<file path="config.mk">
export PLATFORM = sky130hd
export DESIGN_NAME = conv_ctrl_tiled
export DESIGN_NICKNAME = d
export VERILOG_FILES = /design/src/rtl/conv_ctrl_tiled.sv
export SDC_FILE = /design/constraint.sdc
export NUM_CORES = 1
export LEC_CHECK = 0
export CAP_MARGIN = 5
export CORE_MARGIN = 2
export CORE_UTILIZATION = 44
export DETAILED_ROUTE_END_ITERATION = 10
export GPL_ROUTABILITY_DRIVEN = 0
export GPL_TIMING_DRIVEN = 0
export PLACE_DENSITY = 0.89
export SLEW_MARGIN = 20
export SYNTH_ARGS = -nofsm -noshare
export SYNTH_HDL_FRONTEND = slang
export SYNTH_SLANG_ARGS = --single-unit
</file>
<file path="constraint.sdc">
create_clock -name clk -period 38.8 [get_ports clk]
set_input_delay 11.64 -clock clk [delete_from_list [all_inputs] [get_ports clk]]
set_output_delay 11.64 -clock clk [all_outputs]
set_load 0.05 [all_outputs]
</file>
<file path="src/rtl/conv_ctrl_tiled.sv">
// conv_ctrl_tiled: latches an im2col window and streams it row-wise into stacked CIM tiles
module conv_ctrl_tiled #(
  parameter int DATATYPE_SIZE = 8,
  parameter int INPUT_CHANNELS = 5,
  parameter int KERNEL_DIM = 3,
  parameter int XBAR_SIZE = 256,
  parameter int NUM_WINDOWS = 16,
  localparam int INPUT_SIZE = INPUT_CHANNELS * KERNEL_DIM * KERNEL_DIM,
  localparam int V_CIM_TILES = (INPUT_SIZE + XBAR_SIZE - 1) / XBAR_SIZE,
  localparam int COUNT_LIMIT = (V_CIM_TILES > 1) ? XBAR_SIZE : INPUT_SIZE,
  localparam int AW = (XBAR_SIZE > 1) ? $clog2(XBAR_SIZE) : 1,
  localparam int WW = (NUM_WINDOWS > 1) ? $clog2(NUM_WINDOWS) : 1
) (
  input  logic                     clk,
  input  logic                     rst,
  input  logic                     i_start,
  input  logic [DATATYPE_SIZE-1:0] i_data [INPUT_SIZE],
  input  logic                     i_cim_busy,
  input  logic                     i_func_busy,
  output logic                     o_busy,
  output logic                     o_cim_we,
  output logic [V_CIM_TILES-1:0]   o_tile_we,
  output logic [AW-1:0]            o_cim_addr,
  output logic [DATATYPE_SIZE-1:0] o_data [V_CIM_TILES],
  output logic                     o_cim_start,
  output logic [WW-1:0]            o_window_idx,
  output logic                     o_frame_done
);
  localparam int RW = (INPUT_SIZE > 1) ? $clog2(INPUT_SIZE) : 1;
  typedef enum logic [2:0] {IDLE, WAIT_CIM, LOAD, WAIT_FUNC, HANDOFF} state_t;
  state_t state_q, state_d;
  logic [DATATYPE_SIZE-1:0] data_q [INPUT_SIZE];
  logic [AW-1:0] addr_q;
  logic [WW-1:0] idx_q;
  logic done_q;
  logic addr_last, hand, last;
  assign addr_last = addr_q == AW'(COUNT_LIMIT - 1);
  assign hand = state_q == HANDOFF && i_cim_busy;
  assign last = idx_q == WW'(NUM_WINDOWS - 1);
  always_comb begin
    state_d = state_q;
    case (state_q)
      IDLE:      if (i_start) state_d = i_cim_busy ? WAIT_CIM : LOAD;
      WAIT_CIM:  if (!i_cim_busy) state_d = LOAD;
      LOAD:      if (addr_last) state_d = WAIT_FUNC;
      WAIT_FUNC: if (!i_func_busy) state_d = HANDOFF;
      HANDOFF:   if (i_cim_busy) state_d = IDLE;
      default:   state_d = IDLE;
    endcase
  end
  always_ff @(posedge clk) begin
    if (rst) begin
      state_q <= IDLE;
      addr_q <= '0;
      idx_q <= '0;
      done_q <= 1'b0;
    end else begin
      state_q <= state_d;
      done_q <= hand && last;
      if (state_q == LOAD) addr_q <= addr_last ? '0 : addr_q + 1'b1;
      if (hand) idx_q <= last ? '0 : idx_q + 1'b1;
    end
  end
  // The window buffer needs no reset; it is always written before it is read.
  always_ff @(posedge clk)
    if (!rst && state_q == IDLE && i_start) data_q <= i_data;
  assign o_busy = state_q != IDLE;
  assign o_cim_we = state_q == LOAD;
  assign o_cim_addr = addr_q;
  assign o_cim_start = state_q == HANDOFF;
  assign o_window_idx = idx_q;
  assign o_frame_done = done_q;
  for (genvar t = 0; t < V_CIM_TILES; t++) begin : g_tile
    localparam int BASE = t * XBAR_SIZE;
    logic [RW-1:0] r;
    assign r = RW'(BASE + int'(addr_q));
    assign o_tile_we[t] = o_cim_we && (BASE + int'(addr_q)) < INPUT_SIZE;
    assign o_data[t] = o_tile_we[t] ? data_q[r] : '0;
  end
endmodule

</file>
Word-level counts from Yosys, hierarchy flattened --
Index checks and enable logic that the tools add are counted.
Word-level totals: register bits after elaboration 376, bits of input ports 365
Cells by class: $add $sub $neg 2, magnitude comparators 2, eq/ne operators 11, mux-type cells 13, bitwise operators 1, reduce and logical (&&, ||, !) cells 9
Operators by type and width (count):
- $bmux 8 s6 | 1
- $mux 8 | 4
- $mux 3 | 5
- $pmux 3 s5 | 1
- $add 8x1->8 const B | 1
- $eq 8x6->1 const B | 1
- $lt 8x6->1 const B | 1
- $ne 2x2->1 const B | 4
- $ge 7x7->1 const B | 1
- $not 6->7 | 1
- $eq 3x2->1 const B | 2
- $logic_and 1x1->1 | 5
- $reduce_and 5->1 | 1
- $add 4x1->4 const B | 1
- $eq 4x4->1 const B | 1
- $mux 4 | 1
- $eq 3x1->1 const B | 1
- $eq 3x3->1 const B | 1
- $logic_not 3->1 | 1
- $reduce_bool 3->1 | 1
- $mux 2 | 1
- $ne 2x1->1 const B | 1
- $logic_not 1->1 | 1

Depth between registers and ports, before layout --
Gate-level depths: netlist (run 1).
depth in word-level cells 5, depth in mapped cells 11, depth with buffers taken out 7

Worst setup path before layout (run 1) --
OpenSTA, ideal clock, no wires.
path type input port to flip-flop, from input port rst, to register data_q[0] (netlist bit) (enable), arrival time 37.878 ns, required time 37.203 ns, setup slack -0.675 ns, stages on the path 2, path buffers 1, cell sequence clkbuf_1 -> nor3b_1
On the way: longest elaborated chain between the ends 3
RTL lines:
- start: declaration | line 15 | input logic rst,
- $logic_not 1->1 | line 66 | if (!rst && state_q == IDLE && i_start) data_q <= i_data;
- $logic_and 1x1->1 (2 in series) | line 66
- end signal: assignment | line 66
- end: declaration | line 32 | logic [DATATYPE_SIZE-1:0] data_q [INPUT_SIZE];
Every way passes these cells. A chain may end at the register's enable or synchronous reset.

==> reports/results.tsv, run 1 <==
metric	value	unit
Reg-to-Reg Start	state_q[2]	
die width	186	µm
Setup Total Neg Slack	0	ns
Buffers on Ports	389	
RR Endpoint	data_q[25]	
commonest cells after routing, fill and taps aside	389 x clkdlybuf4s50_1, 360 x edfxtp_1, 72 x mux4_2, 51 x mux2i_1, 41 x clkbuf_16	
Fin Clk Skew	0.0265	ns
status	finished clean	
Initial Util	44.8	%
syn avg cell area	20.7	µm²
Place WS	23.52	ns
Post-synth EDFFs	360	
Worst EP arrival	4.14	ns
Synth area leaders	edfxtp_1 74%, mux4_2 11%, mux2i_1 3.5%	
max incr delay on CP	0.73	ns
Synth warnings	0	
Final ANT Viol Nets	0	
Avg WL per Cell	24.2	µm
post-synth net total	1078	
Min Hold Slack	0.554	ns
largest net degree at the start of global routing	19	
buffers plus inverters on the worst setup path	5	
slack of the worst reg-to-reg path	35.64	ns
cell repeated most along the worst path	buf_2	
die area	34800	µm²
Post-synth ARST share	0	%
I/O pin count	390	
Max Freq	0.0634	GHz
Setup crit end kind	primary output	
global-route wire length before repair	58.4	mm
Power Density	47.4	nW/µm²
CTS clk-pin slew, worst paths	0.06	ns
DP HPWL	30.2	mm
TritonCTS buffer count	39	
Seq cells post-synth	376	
slowest CP cell	clkdlybuf4s50_1	
synthesized area	14700	µm²
maximum VDD drop	40.1	µV
Die Height	186	µm
minimum clock period after layout	15.78	ns
aggregate global routing overflow	0	
post_cts resized	0	
Syn Inst Count	709	
Clock Tree Root	clkbuf_16	
most common cell after layout, fill and taps aside	clkdlybuf4s50_1	
Critical Path Stages	10	
Post-Layout Cell Count	1638	
Slew Viols, Final	0	
Clock Tree Buf Depth	3	
RSZ-0062 raised after global routing	false	
# Post-CTS Setup Buffers	0	
Final nets	1533	
Final period util	40.7	%
worst r2r path cells	10	
Static Leak	6.80	nW
Crit path max-delay family	buffers and inverters	
critical path launch point type	flop	
endpoints failing setup	0	
overall routed net length	39.7	mm
core area	32700	µm²
initial antenna violation count	2	
clk_lat worst skew	0.53	ns
Sink Count	376	
share of the synthesized area in the top cell type	73.8	%
Netlist cell types	46	
CP max FO	10	
sequential area share after synthesis	76.0	%
Via density	5.34	
hold-fix buffers at CTS	0	
vias post-DR	8746	
Hold Fails Final Rpt	0	
H-tree levels	2	
Residual DRC	0	
placed insts	1565	
Initial DRC Count	730	
CTS tree	yes	
layout cell share with drive strength beyond 1	15.4	%
Relative slew margins	41.4	%
vias in the first global route	9683	
worst slew pin tran	0.874	ns
dominant synthesized flop cell	edfxtp_1	
Worst Path Required	27.16	ns
critical-path cell list	buf_2 -> clkbuf_1 -> inv_1 -> ha_1 -> o21bai_1 -> a21o_1 -> buf_2 -> a211oi_1 -> a22o_1 -> clkdlybuf4s50_1	
Synth area leader	edfxtp_1	
GRT Total Usage	22.8	%
fin util	63.2	%
maxcap violations	0	
worst setup path start	o_cim_addr[1]	
Worst Slack Setup Final	23.02	ns
Area Overhead vs Synth	41.1	%
worst hold path type	flop to flop	
drt first pass iters	5	
Critical path destination	o_data[1]	
# rows	66	
Crit Path Category	flop to primary output	
final cells by class:
cell class | count | area, µm²
Tap cell | 442 | 553
Timing Repair Buffer | 414 | 4220
Sequential cell | 376 | 11100
Buffer | 41 | 251
Clock buffer | 55 | 1100
Antenna cell | 2 | 5.00
Clock inverter | 16 | 135
Inverter | 5 | 18.8
Fill cell | 2250 | 12000
Multi-Input combinational cell | 287 | 3270
registers in the layout, indices dropped and copies added, names as in the netlist:
name and cells:
data_q 360, o_cim_addr 8, o_frame_done 1, o_window_idx 4
state_q 3
per-stage QoR:
step	cell area, µm²	power, W
floorplan	14700	0.000571
global placement	19100	0.000637
detailed placement	19400	0.000631
CTS	20700	0.000990
global route	20700	0.00101
finish	20700	0.000981
kinds of logic (layout without fill, tap and decap cells):
family          after synthesis  after routing  share of synthesized area (%)
xor+xnor                      6              6                          0.359
simple gates                 72             72                           2.67
other cells                   0              2                              0
compound gates               82             82                           4.26
flops                       376            376                           76.0
fa+ha+maj                     4              4                          0.342
mux                         123            123                           14.6
buf+inv                      46            531                           1.84
where the power goes:
group | internal, W | switching (W)
Combinational | 0.0000778 | 0.0000634
Clock | 0.000211 | 0.000148
Sequential | 0.000473 | 0.00000658
layer usage:
metal	part of all wire, %	track usage (%)	vias to the layer above	routed length, µm
li1	-	-	3876	-
met5	0	0	-	0
met4	4.6	10.1	0	1820
met1	37	27.0	4315	14600
met3	7.1	4.78	104	2810
met2	52	40.3	451	20500
how the worst min path moves through the flow:
| stage | slack (ns) | depth (start not counted) | from | to |
|---|---|---|---|---|
| 6_report | 0.55 | 1 | o_window_idx[3] | o_window_idx[3] |
| 2_1_floorplan | 0.63 | 3 | state_q[1] | state_q[1] |
| 3_3_place_gp | 0.51 | 1 | o_window_idx[3] | o_window_idx[3] |
| 5_1_grt | 0.57 | 2 | o_cim_addr[6] | o_cim_addr[6] |
| 4_1_cts | 0.56 | 1 | o_window_idx[3] | o_window_idx[3] |
| 3_5_place_dp | 0.55 | 1 | o_window_idx[3] | o_window_idx[3] |
synthesized netlist by cell type (all sizes together), types with 5 or more instances:
cell type and number:
nand2 15, buf 29, a41oi 8, a211oi 9, nor2 18, a22oi 8
inv 5, mux4 72, nand3 9, o21ai 10, clkbuf 12, o22ai 8
a221o 8, dfxtp 16, edfxtp 360, nor2b 8, mux2i 51, a22o 16
No activity file was read; power rests on OpenSTA's default activity.
==> run 2: changes to the inputs <==
- clock period: 38.8 -> 14.5 ns (I/O delays scaled with it)
==> run 2 against run 1 <==
- clock skew up 0.0016 ns
- die area unchanged
- clock power rose to 2.5 times the previous value
- first-iteration DRC count down 3.4%
- global-route usage about the same
- largest cell class unchanged
==> reports/results.tsv, run 2 (synthesis results as in run 1) <==
metric	value	unit
Avg WL per Cell	24.3	µm
clk_lat worst skew	0.53	ns
Power Density	125	nW/µm²
CTS tree	yes	
Area Overhead vs Synth	40.8	%
post_cts resized	0	
I/O pin count	390	
maxcap violations	0	
internal power	0.00200	W
worst r2r path cells	11	
Critical Path Stages	10	
Comb pwr share	14.7	%
drt first pass iters	5	
worst hold stages	1	
slack of the worst reg-to-reg path	10.95	ns
Initial Util	44.8	%
CP max FO	10	
Clock Tree Buf Depth	3	
slowest CP cell	clkdlybuf4s50_1	
met2 Use GR	40.9	%
power share of the sequential group	49.9	%
Buffers on Ports	389	
Clock Tree Root	clkbuf_16	
cell repeated most along the worst path	buf_2	
Final period util	58.1	%
vias in the first global route	9563	
Critical path destination	o_data[4]	
Via density	5.32	
Static Leak	6.77	nW
critical-path cell list	buf_2 -> clkbuf_1 -> inv_1 -> ha_1 -> o21bai_1 -> a21o_1 -> buf_2 -> a211oi_1 -> a22o_1 -> clkdlybuf4s50_1	
Clock Power Share	35.4	%
Setup crit end kind	primary output	
core area	32700	µm²
Fin Clk Skew	0.0281	ns
TritonCTS buffer count	39	
Sink Count	376	
Crit path max-delay family	buffers and inverters	
endpoints failing setup	0	
Die Height	186	µm
GRT Total Usage	22.8	%
# Post-CTS Setup Buffers	0	
buffers plus inverters on the worst setup path	5	
global-route wire length before repair	58.7	mm
Crit Path Category	flop to primary output	
Relative slew margins	44.5	%
most common cell after layout, fill and taps aside	clkdlybuf4s50_1	
worst setup path start	o_cim_addr[1]	
Residual DRC	0	
Initial DRC Count	705	
H-tree levels	2	
layout cell share with drive strength beyond 1	15.0	%
overall routed net length	39.7	mm
RSZ-0062 raised after global routing	false	
hold-fix buffers at CTS	0	
max incr delay on CP	0.76	ns
Min Hold Slack	0.540	ns
grt met1 use	27.2	%
initial antenna violation count	1	
largest net degree at the start of global routing	19	
minimum clock period after layout	8.42	ns
commonest cells after routing, fill and taps aside	389 x clkdlybuf4s50_1, 360 x edfxtp_1, 72 x mux4_2, 51 x mux2i_1, 40 x clkbuf_16	
status	finished clean	
worst hold path type	flop to flop	
maximum VDD drop	100	µV
die width	186	µm
aggregate global routing overflow	0	
vias post-DR	8706	
critical path launch point type	flop	
switching pwr	0.000578	W
RR Endpoint	data_q[103]	
Worst Path Required	10.15	ns
Max Freq	0.119	GHz
Top reg by flops	data_q	
Top Usage Layer GRT	met2	
met3 Usage GRT	4.72	%
Worst EP arrival	4.07	ns
Reg-to-Reg Start	state_q[2]	
DP HPWL	30.0	mm
# rows	66	
Sw Share	22.4	%
Final nets	1535	
Hold Fails Final Rpt	0	
worst slew pin tran	0.830	ns
max reg flops	360	
Final ANT Viol Nets	0	
final total power	0.00258	W
Slew Viols, Final	0	
CTS clk-pin slew, worst paths	0.06	ns
die area	34800	µm²
==> run 2: changes by cell type in the layout (fill, tap and decap cells not counted), moves of 2 or more <==
cell,before,now
clkinv_1,3,9
clkbuf_1,24,21
clkinv_2,8,5
buf_6,20,22
buf_8,11,9
clkbuf_8,2,0
==> run 2: stage by stage <==
step	TNS [ns]	instances	worst slack (ns)	utilization (%)	cell area, µm²
after floorplan	0	709	0.320	-	14700
after global placement	-988.60	1540	-2.77	58.4	19100
after detailed placement	0	1567	6.59	59.5	19500
after CTS	0	1634	6.04	63.1	20600
after global routing	0	1635	5.89	63.1	20600
final	0	1635	6.08	63.1	20600
==> run 2: worst min-delay path by stage <==
stage / end / start / slack (ns)
2_1_floorplan: state_q[1] / state_q[1] / 0.63
3_3_place_gp: o_cim_addr[6] / o_cim_addr[6] / 0.52
3_5_place_dp: o_window_idx[3] / o_window_idx[3] / 0.53
4_1_cts: o_window_idx[3] / o_window_idx[3] / 0.54
5_1_grt: o_window_idx[3] / o_window_idx[3] / 0.60
6_report: o_window_idx[3] / o_window_idx[3] / 0.54
==> run 2: power groups by stage <==
stage | registers (W) | logic, W | clock network, W
after floorplan | 0.00132 | 0.000191 | 0
after global placement | 0.00133 | 0.000353 | 0
after detailed placement | 0.00131 | 0.000379 | 0
after CTS | 0.00129 | 0.000382 | 0.000930
after global routing | 0.00129 | 0.000402 | 0.000974
final | 0.00128 | 0.000378 | 0.000913
==> run 2: worst register-to-register path, delay by kind of cell, from the launching register on <==
kind / cells / cell delay [ns]
DFF: 1 / 0.30
buffers and inverters: 9 / 1.83
and+or+nand+nor: 2 / 1.11
==> run 2: cell type report <==
type | instances | area [µm²]
clock inverter | 18 | 121
buffer | 41 | 251
antenna | 1 | 2.50
multi-input combinational | 287 | 3270
clock buffer | 49 | 1030
inverter | 5 | 18.8
sequential | 376 | 11100
fill | 2272 | 12100
timing repair buffer | 416 | 4240
tap | 442 | 553
==> run 2: routing by layer <==
metal / part of all wire, % / up-vias
met5: 0 / -
met4: 3.9 / 0
met3: 6.4 / 85
met2: 52 / 374
met1: 37 / 4374
li1: - / 3873
